==> config.mk <==
export PLATFORM = sky130hd
export DESIGN_NAME = serial_add_ctrl
export DESIGN_NICKNAME = d
export VERILOG_FILES = /design/src/rtl/serial_add_pkg.sv /design/src/rtl/fa_cell.sv /design/src/rtl/serial_add_ctrl.sv
export SDC_FILE = /design/constraint.sdc
export NUM_CORES = 1
export LEC_CHECK = 0
export ABC_AREA = 1
export ABC_CLOCK_PERIOD_IN_PS = 1400
export CORE_ASPECT_RATIO = 0.7
export CORE_MARGIN = 2
export CORE_UTILIZATION = 52
export DETAILED_ROUTE_END_ITERATION = 16
export GPL_ROUTABILITY_DRIVEN = 0
export PLACE_DENSITY = 0.89
export SLEW_MARGIN = 0
export SYNTH_ARGS = -nofsm -noshare
export SYNTH_HDL_FRONTEND = slang
export SYNTH_SLANG_ARGS = --single-unit
==> constraint.sdc <==
create_clock -name clk -period 1.4 [get_ports clk]
set_input_delay 0.21 -clock clk [delete_from_list [all_inputs] [get_ports clk]]
set_output_delay 0.21 -clock clk [all_outputs]
set_load 0.01 [all_outputs]
==> src/rtl/serial_add_pkg.sv <==
// Shared types for the bit-serial adder controller: state encodings and the state enum.
package serial_add_pkg;

    localparam logic [1:0] ST_IDLE = 2'd0;
    localparam logic [1:0] ST_RUN  = 2'd1;
    localparam logic [1:0] ST_DONE = 2'd2;

    typedef enum logic [1:0] {
        IDLE = ST_IDLE,
        RUN  = ST_RUN,
        DONE = ST_DONE
    } state_t;

endpackage

==> src/rtl/fa_cell.sv <==
// One-bit full adder built from two half-adder stages; the only adder in the serial datapath.
module fa_cell (
    input  logic a,
    input  logic b,
    input  logic cin,
    output logic s,
    output logic cout
);

    logic p;
    logic g1;
    logic g2;

    assign p    = a ^ b;
    assign g1   = a & b;
    assign s    = p ^ cin;
    assign g2   = p & cin;
    assign cout = g1 | g2;

endmodule

==> src/rtl/serial_add_ctrl.sv <==
// Bit-serial adder controller: one fa_cell stepped LSB-first over WIDTH bits with start/busy/done.
// Define SERIAL_ADD_CIN_EN to add the cin port and seed the carry from it.
module serial_add_ctrl
    import serial_add_pkg::*;
#(
    parameter int unsigned WIDTH = 8
) (
    input  logic             clk,
    input  logic             rst,
    input  logic             start,
    input  logic [WIDTH-1:0] a,
    input  logic [WIDTH-1:0] b,
`ifdef SERIAL_ADD_CIN_EN
    input  logic             cin,
`endif
    output logic             busy,
    output logic             done,
    output logic [WIDTH-1:0] s,
    output logic             cout
);

    localparam int unsigned CNT_W = $clog2(WIDTH);

    state_t             state;
    state_t             state_next;
    logic [WIDTH-1:0]   op_a;
    logic [WIDTH-1:0]   op_b;
    logic [WIDTH-1:0]   sum_sr;
    logic               carry;
    logic [CNT_W-1:0]   cnt;
    logic               cell_s;
    logic               cell_c;
    logic               last_step;
    logic               carry_init;

`ifdef SERIAL_ADD_CIN_EN
    assign carry_init = cin;
`else
    assign carry_init = 1'b0;
`endif

    assign last_step = (cnt == CNT_W'(WIDTH - 1));

    fa_cell u_fa_cell (
        .a    (op_a[0]),
        .b    (op_b[0]),
        .cin  (carry),
        .s    (cell_s),
        .cout (cell_c)
    );

    always_ff @(posedge clk) begin
        if (rst) begin
            state <= IDLE;
        end else begin
            state <= state_next;
        end
    end

    always_comb begin
        state_next = state;
        case (state)
            IDLE:    if (start) state_next = RUN;
            RUN:     if (last_step) state_next = DONE;
            DONE:    state_next = IDLE;
            default: state_next = IDLE;
        endcase
    end

    always_comb begin
        busy = 1'b0;
        done = 1'b0;
        case (state)
            RUN:     busy = 1'b1;
            DONE:    done = 1'b1;
            default: ;
        endcase
    end

    // The final step writes s directly from the shifted value so the result is ready on DONE entry.
    always_ff @(posedge clk) begin
        if (rst) begin
            op_a   <= '0;
            op_b   <= '0;
            sum_sr <= '0;
            carry  <= 1'b0;
            cnt    <= '0;
            s      <= '0;
            cout   <= 1'b0;
        end else begin
            case (state)
                IDLE: begin
                    if (start) begin
                        op_a  <= a;
                        op_b  <= b;
                        carry <= carry_init;
                        cnt   <= '0;
                    end
                end
                RUN: begin
                    sum_sr <= {cell_s, sum_sr[WIDTH-1:1]};
                    op_a   <= op_a >> 1;
                    op_b   <= op_b >> 1;
                    carry  <= cell_c;
                    cnt    <= cnt + 1'b1;
                    if (last_step) begin
                        s    <= {cell_s, sum_sr[WIDTH-1:1]};
                        cout <= cell_c;
                    end
                end
                default: ;
            endcase
        end
    end

endmodule

==> reports/qor.yml, run 1 <==
crit_type: "flip-flop to output port"
coreArea_um2: 3169
endpoint_kind: "output port"
dp_hpwl_um: 2518
synth-edff-count: 0
ys.flop_type: "dfxtp_1"
grt_pass1_wl_um: 5927
yosys_warnings: 0
p_per_area_nw_per_um2: 1113
synth.most_common_cell: "nand2_1"
fmax_ghz: 0.7337
synth.distinct_cells: 18
stdcell_area_um2: 2202
crit_path_max_fanout: 2
cp.required_ps: 1190
grt_max_degree: 22
cts_buffer_depth: 2
firstDrtPassIters: 4
tns_ps: 0
slew_viol_final: 0
dp_slack_ps: 42.42
syn-num-nets: 272
vias_per_cell: 4.923
io_pins: 30
synth.area.top_cells: "dfxtp_1 (44%), nand2_1 (18%), nor2_1 (10%)"
drt-initial-drc-count: 67
status: "complete, no violations"
grt_pass1_vias: 1386
hold_buffers: 0
p_leak_nw: 1.193
max-slew-margin-rel: 0.8404
arrival_ps: 1150
cpLargestDelayFamily: "buffers and inverters"
startpoint_type: "flip-flop"
synth_fa_ha_area_frac: 0.02609
yosys.area_share.simple: 0.3812
hold_violations: 0
synth_mux_area_frac: 0
start_util: 0.5448
postLayoutCoreUtil: 0.6948
portBuffers: 29
synth-xor-area-share: 0
syn_to_final_growth_pct: 27.54
final.setup_skew_ps: 4.809
grt.overflow.total: 0
fin_crit_ps: 1363
nFillCells: 250
synth_top_cell_area_share: 0.4406
timing.final.ws_setup_ps: 37.08
cts-root-buf: "clkbuf_8"
fp.dieW_um: 72.88
path_clk_slew_ps: 70
min_path_type: "flip-flop to flip-flop"
timing.final.crit_share: 0.9735
cts_tree: "done"
antenna_found_initial: 0
synth_seq_cells: 38
synth-compound-area-share: 0.05217
ir_drop_mv: 0.8154
fp-row-count: 17
die_area_um2: 3805
yosysSeqAreaShare: 0.4406
antenna_left: 0
slowest_delay_ps: 530
diodes: 0
die_h_um: 52.21
grt_usage: 0.2066
htreeDepth: 2
drt-wirelength-per-cell_um: 11.31
crit_chain: "clkdlybuf4s50_1"
cts_sinks: 38
avgSynthCellArea_um2: 6.907
clk_latency_ps: 290
synth_top_family_by_area: "simple AND/OR/NAND/NOR gates"
synthArstFlopShare: 0
slowest_stage: "clkdlybuf4s50_1"
placed_area_um2: 2069
wl_um: 3653
cp_num_buf_inv: 1
synth_common_cells: "nand2_1 (83), nor2_1 (48), dfxtp_1 (38)"
netlist_instances: 250
remaining_drc_errors: 0
synth_top_area_cell: "dfxtp_1"
rrSetupSlack_ps: 80
via_count: 1590
cts_inserted_buffers: 5
drv_cap: 0
synth_area_um2: 1727
fin_nets: 306
setup-violations-final: 0
drive_gt1_frac: 0.1053
tightest_slew_ps: 238.9
rsz0062_at_grt: "no"
worst paths after layout:
path / endpoint / start / cells after the start
hold reg to reg: op_a[7] / op_a[7] / 2
setup reg to reg: cout / cnt[0] / 6
hold / removal: op_a[7] / op_a[7] / 2
setup / recovery: s[4] / s[4] / 1
placed cells by master (no fill, tap or decap), drive strengths merged:
master / instances
dlymetal6s2s: 8
dlygate4sd2: 2
clkinv: 2
fa: 1
nand3: 24
o21ai: 9
clkdlybuf4s50: 19
ha: 2
nor2: 50
bufinv: 1
clkbuf: 5
nand2: 86
dfxtp: 38
inv: 20
a21oi: 6
buf: 12
flip-flops by register name, summed over array words and instances (netlist names):
name and count:
cnt 3, carry 1, state 2, sum_sr 7
op_a 8, cout 1, op_b 8, s 8
kinds of logic after synthesis:
| kind of cell | after synthesis |
|---|---|
| AOI/OAI and AO/OA | 15 |
| DFF | 38 |
| adders and majority gates | 3 |
| and+or+nand+nor | 160 |
| buffers and inverters | 34 |
area by class of cell:
class,instances,area (µm²),share of cell area
clock buffers,5,68.82,0.03125
repair buffers,41,410.4,0.1864
inverters,20,75.07,0.03409
flip-flops and latches,38,762.0,0.3460
well taps,38,47.55,0.02159
clock inverters,3,40.04,0.01818
multi-input cells,178,798.3,0.3625
metal layers:
layer | global-route usage | wire (µm) | share of wire
met1 | 0.2606 | 1699 | 0.47
met2 | 0.3455 | 1687 | 0.46
met3 | 0.04615 | 210 | 0.057
met4 | 0.08333 | 56 | 0.015
met5 | 0 | 0 | 0
power by group:
part           internal, mW  switching [mW]
sequential             1.15          0.0377
clock                 0.524           0.390
combinational         0.163           0.191
total                  1.83           0.619
stage by stage:
stage | instances | hold slack [ps] | power, mW
after CTS | 323 | 462.3 | 2.452
after detailed placement | 315 | 450.7 | 1.558
final | 323 | 462.0 | 2.452
after global placement | 315 | 447.2 | 1.546
after global routing | 323 | 482.6 | 2.566
after floorplan | 250 | 357.3 | 1.440
what timing repair did:
action	in CTS	in global routing
gates cloned	0	0
setup endpoints to repair	3	26
pin swaps	0	0
gates resized for setup	3	9
buffers inserted	0	0
hold endpoints to repair	0	0
No activity file was read; power rests on OpenSTA's default activity.
==> inputs of run 2 (changes only) <==
CTS_CLUSTER_DIAMETER = 120   (was default)
==> results of run 2 <==
The final DEF is identical to that of run 1; final timing and power are the same.
==> inputs of run 3 (changes only) <==
CORE_ASPECT_RATIO = 0.75   (was 0.7)
==> run 3 against run 2 <==
Utilization fell by 3.0 points; first-iteration DRC count is 52% higher; maximum frequency about the same.
==> reports/qor.yml, run 3 (synthesized netlist as in run 1, its figures left out) <==
timing.final.crit_share: 0.9728  # about the same
power.share.switching: 0.2654  # +0.01296
grt_pass1_wl_um: 5520  # -6.9%
fp.dieW_um: 70.54  # -3.2%
dp_slack_ps: 58.60  # +16.18 ps
cts_inserted_buffers: 5  # unchanged
die_area_um2: 3802  # about the same
die_h_um: 53.91  # +3.2%
remaining_drc_errors: 0  # unchanged
grt_max_degree: 26  # +18%
grt.overflow.total: 0  # unchanged
timing.final.ws_setup_ps: 38.12  # +1.039 ps
drive_gt1_frac: 0.08865  # -0.01661
path_clk_slew_ps: 70  # about the same
hold_violations: 0  # unchanged
reg2regPathDepth: 7  # +1
cts_buffer_depth: 2  # unchanged
io_pins: 30  # unchanged
cpLargestDelayFamily: "buffers and inverters"
slew_viol_final: 0  # unchanged
cts-root-buf: "clkbuf_8"
pwr-share-comb: 0.156  # +0.012
seq_area_um2: 762.0  # unchanged
firstDrtPassIters: 4  # unchanged
nFillCells: 278  # +11%
totalPowerFinal_mw: 2.244  # -8.5%
drv_cap: 0  # unchanged
fp-row-count: 18  # +1
hold_depth: 2  # unchanged
intPower_mw: 1.648  # -10%
cts_tree: "done"
p_clk_frac: 0.314  # -0.059
tns_ps: 0  # unchanged
ir_drop_mv: 0.7651  # -6.2%
antenna_left: 0  # unchanged
cp_num_buf_inv: 1  # unchanged
htreeDepth: 2  # unchanged
syn_to_final_growth_pct: 24.93
critical_path_depth: 1  # unchanged
final.setup_skew_ps: 5.918  # +1.109 ps
seqPwrFrac: 0.530  # +0.047
p_per_area_nw_per_um2: 1040  # -6.6%
grt_pass1_vias: 1283  # -7.4%
vias_per_cell: 4.925  # about the same
final_common_cell: "nand2_1"
fmax_ghz: 0.7343  # about the same
hold_buffers: 0  # unchanged
diodes: 0  # unchanged
clk_latency_ps: 290  # about the same
crit_path_max_fanout: 2  # unchanged
p_sw_mw: 0.5956  # -3.8%
antenna_found_initial: 0  # unchanged
via_count: 1586  # -0.25%
wl_um: 3709  # +1.5%
drt-initial-drc-count: 102  # +52%
endpoint_kind: "output port"
p_leak_nw: 1.029  # -14%
fin_nets: 304  # -0.65%
crit_type: "flip-flop to output port"
fin_crit_ps: 1362  # -1.039 ps
max-slew-margin-rel: 0.8079  # -0.03248
drt-wirelength-per-cell_um: 11.52  # +1.8%
crit_chain: "clkdlybuf4s50_1"
portBuffers: 29  # unchanged
arrival_ps: 1150  # about the same
setup-violations-final: 0  # unchanged
slowest_delay_ps: 530  # about the same
min_path_type: "flip-flop to flip-flop"
grt_usage: 0.1909  # -0.01573
coreArea_um2: 3243  # +2.3%
mostFrequentLayoutCells: "nand2_1 (83), nor2_1 (48), dfxtp_1 (37), clkdlybuf4s50_1 (26), nand3_1 (24)"
startpoint_type: "flip-flop"
slowest_stage: "clkdlybuf4s50_1"
tightest_slew_ps: 287.2  # +48.39 ps
reg_top3: "op_a (8), op_b (8), s (8)"
multi_input_area_um2: 809.5  # +1.4%
start_util: 0.5324  # -0.01240
dp_hpwl_um: 2433  # -3.4%
cts_sinks: 38  # unchanged
status: "complete, no violations"
cp.required_ps: 1190  # about the same
[run 3: cell types whose count changed in the layout (fill, tap and decap cells not counted), sizes merged]
cell | previous run | this run
clkdlybuf4s50 | 19 | 26
clkinv | 2 | 0
clkbuf | 5 | 7
bufinv | 1 | 0
buf | 12 | 9
dlygate4sd2 | 2 | 1
nor2 | 50 | 51
dlymetal6s2s | 8 | 1
clkdlybuf4s15 | 0 | 1
[run 3: power groups by stage]
stage / sequential [mW] / combinational (mW) / clock (mW)
2_1_floorplan: 1.20 / 0.241 / 0
3_3_place_gp: 1.21 / 0.334 / 0
3_5_place_dp: 1.21 / 0.345 / 0
4_1_cts: 1.19 / 0.347 / 0.706
5_1_grt: 1.19 / 0.397 / 0.749
6_report: 1.19 / 0.350 / 0.705
[run 3: worst paths after layout]
check	from	end	slack, ps
worst min register to register	sum_sr[4]	s[3]	470
worst min-delay path	sum_sr[4]	s[3]	470
worst max register to register	state[0]	cout	70
worst max-delay path	cout	cout	40
[run 3: final cells by class]
cell class              count  area share
clock buffers               7     0.03538
flip-flops and latches     38      0.3532
multi-input cells         179      0.3753
repair buffers             38      0.1781
inverters                  20     0.03480
well taps                  40     0.02320
[run 3: repair_timing]
item,in CTS,in global routing
setup buffers,0,0
setup endpoints to repair,2,25
gates cloned,0,1
resized for setup,3,4
pin swaps,0,1
[run 3: through the flow]
| step | util | hold WS (ps) | std cells | cell area (µm²) |
|---|---|---|---|---|
| 2_1_floorplan | - | 357.3 | 250 | 1727 |
| 3_3_place_gp | 0.6358 | 448.5 | 314 | 2062 |
| 3_5_place_dp | 0.6358 | 454.5 | 314 | 2062 |
| 4_1_cts | 0.6590 | 465.4 | 321 | 2137 |
| 5_1_grt | 0.6651 | 479.5 | 322 | 2157 |
| 6_report | 0.6651 | 465.4 | 322 | 2157 |
[run 3: worst reg2reg max path, delay by kind of cell, from the launching register on]
kind,cells,cell delay [ps]
flip-flops,1,380
buffers and inverters,2,270
AND/OR/NAND/NOR,5,620
[run 3: per-layer routing]
layer / vias to the layer above / share of wire / routed length, µm / track usage
li1: 825 / - / - / -
met1: 709 / 0.46 / 1717 / 0.2434
met2: 41 / 0.46 / 1704 / 0.2893
met3: 11 / 0.052 / 192 / 0.05431
met4: 0 / 0.026 / 95 / 0.1226
met5: - / 0 / 0 / 0
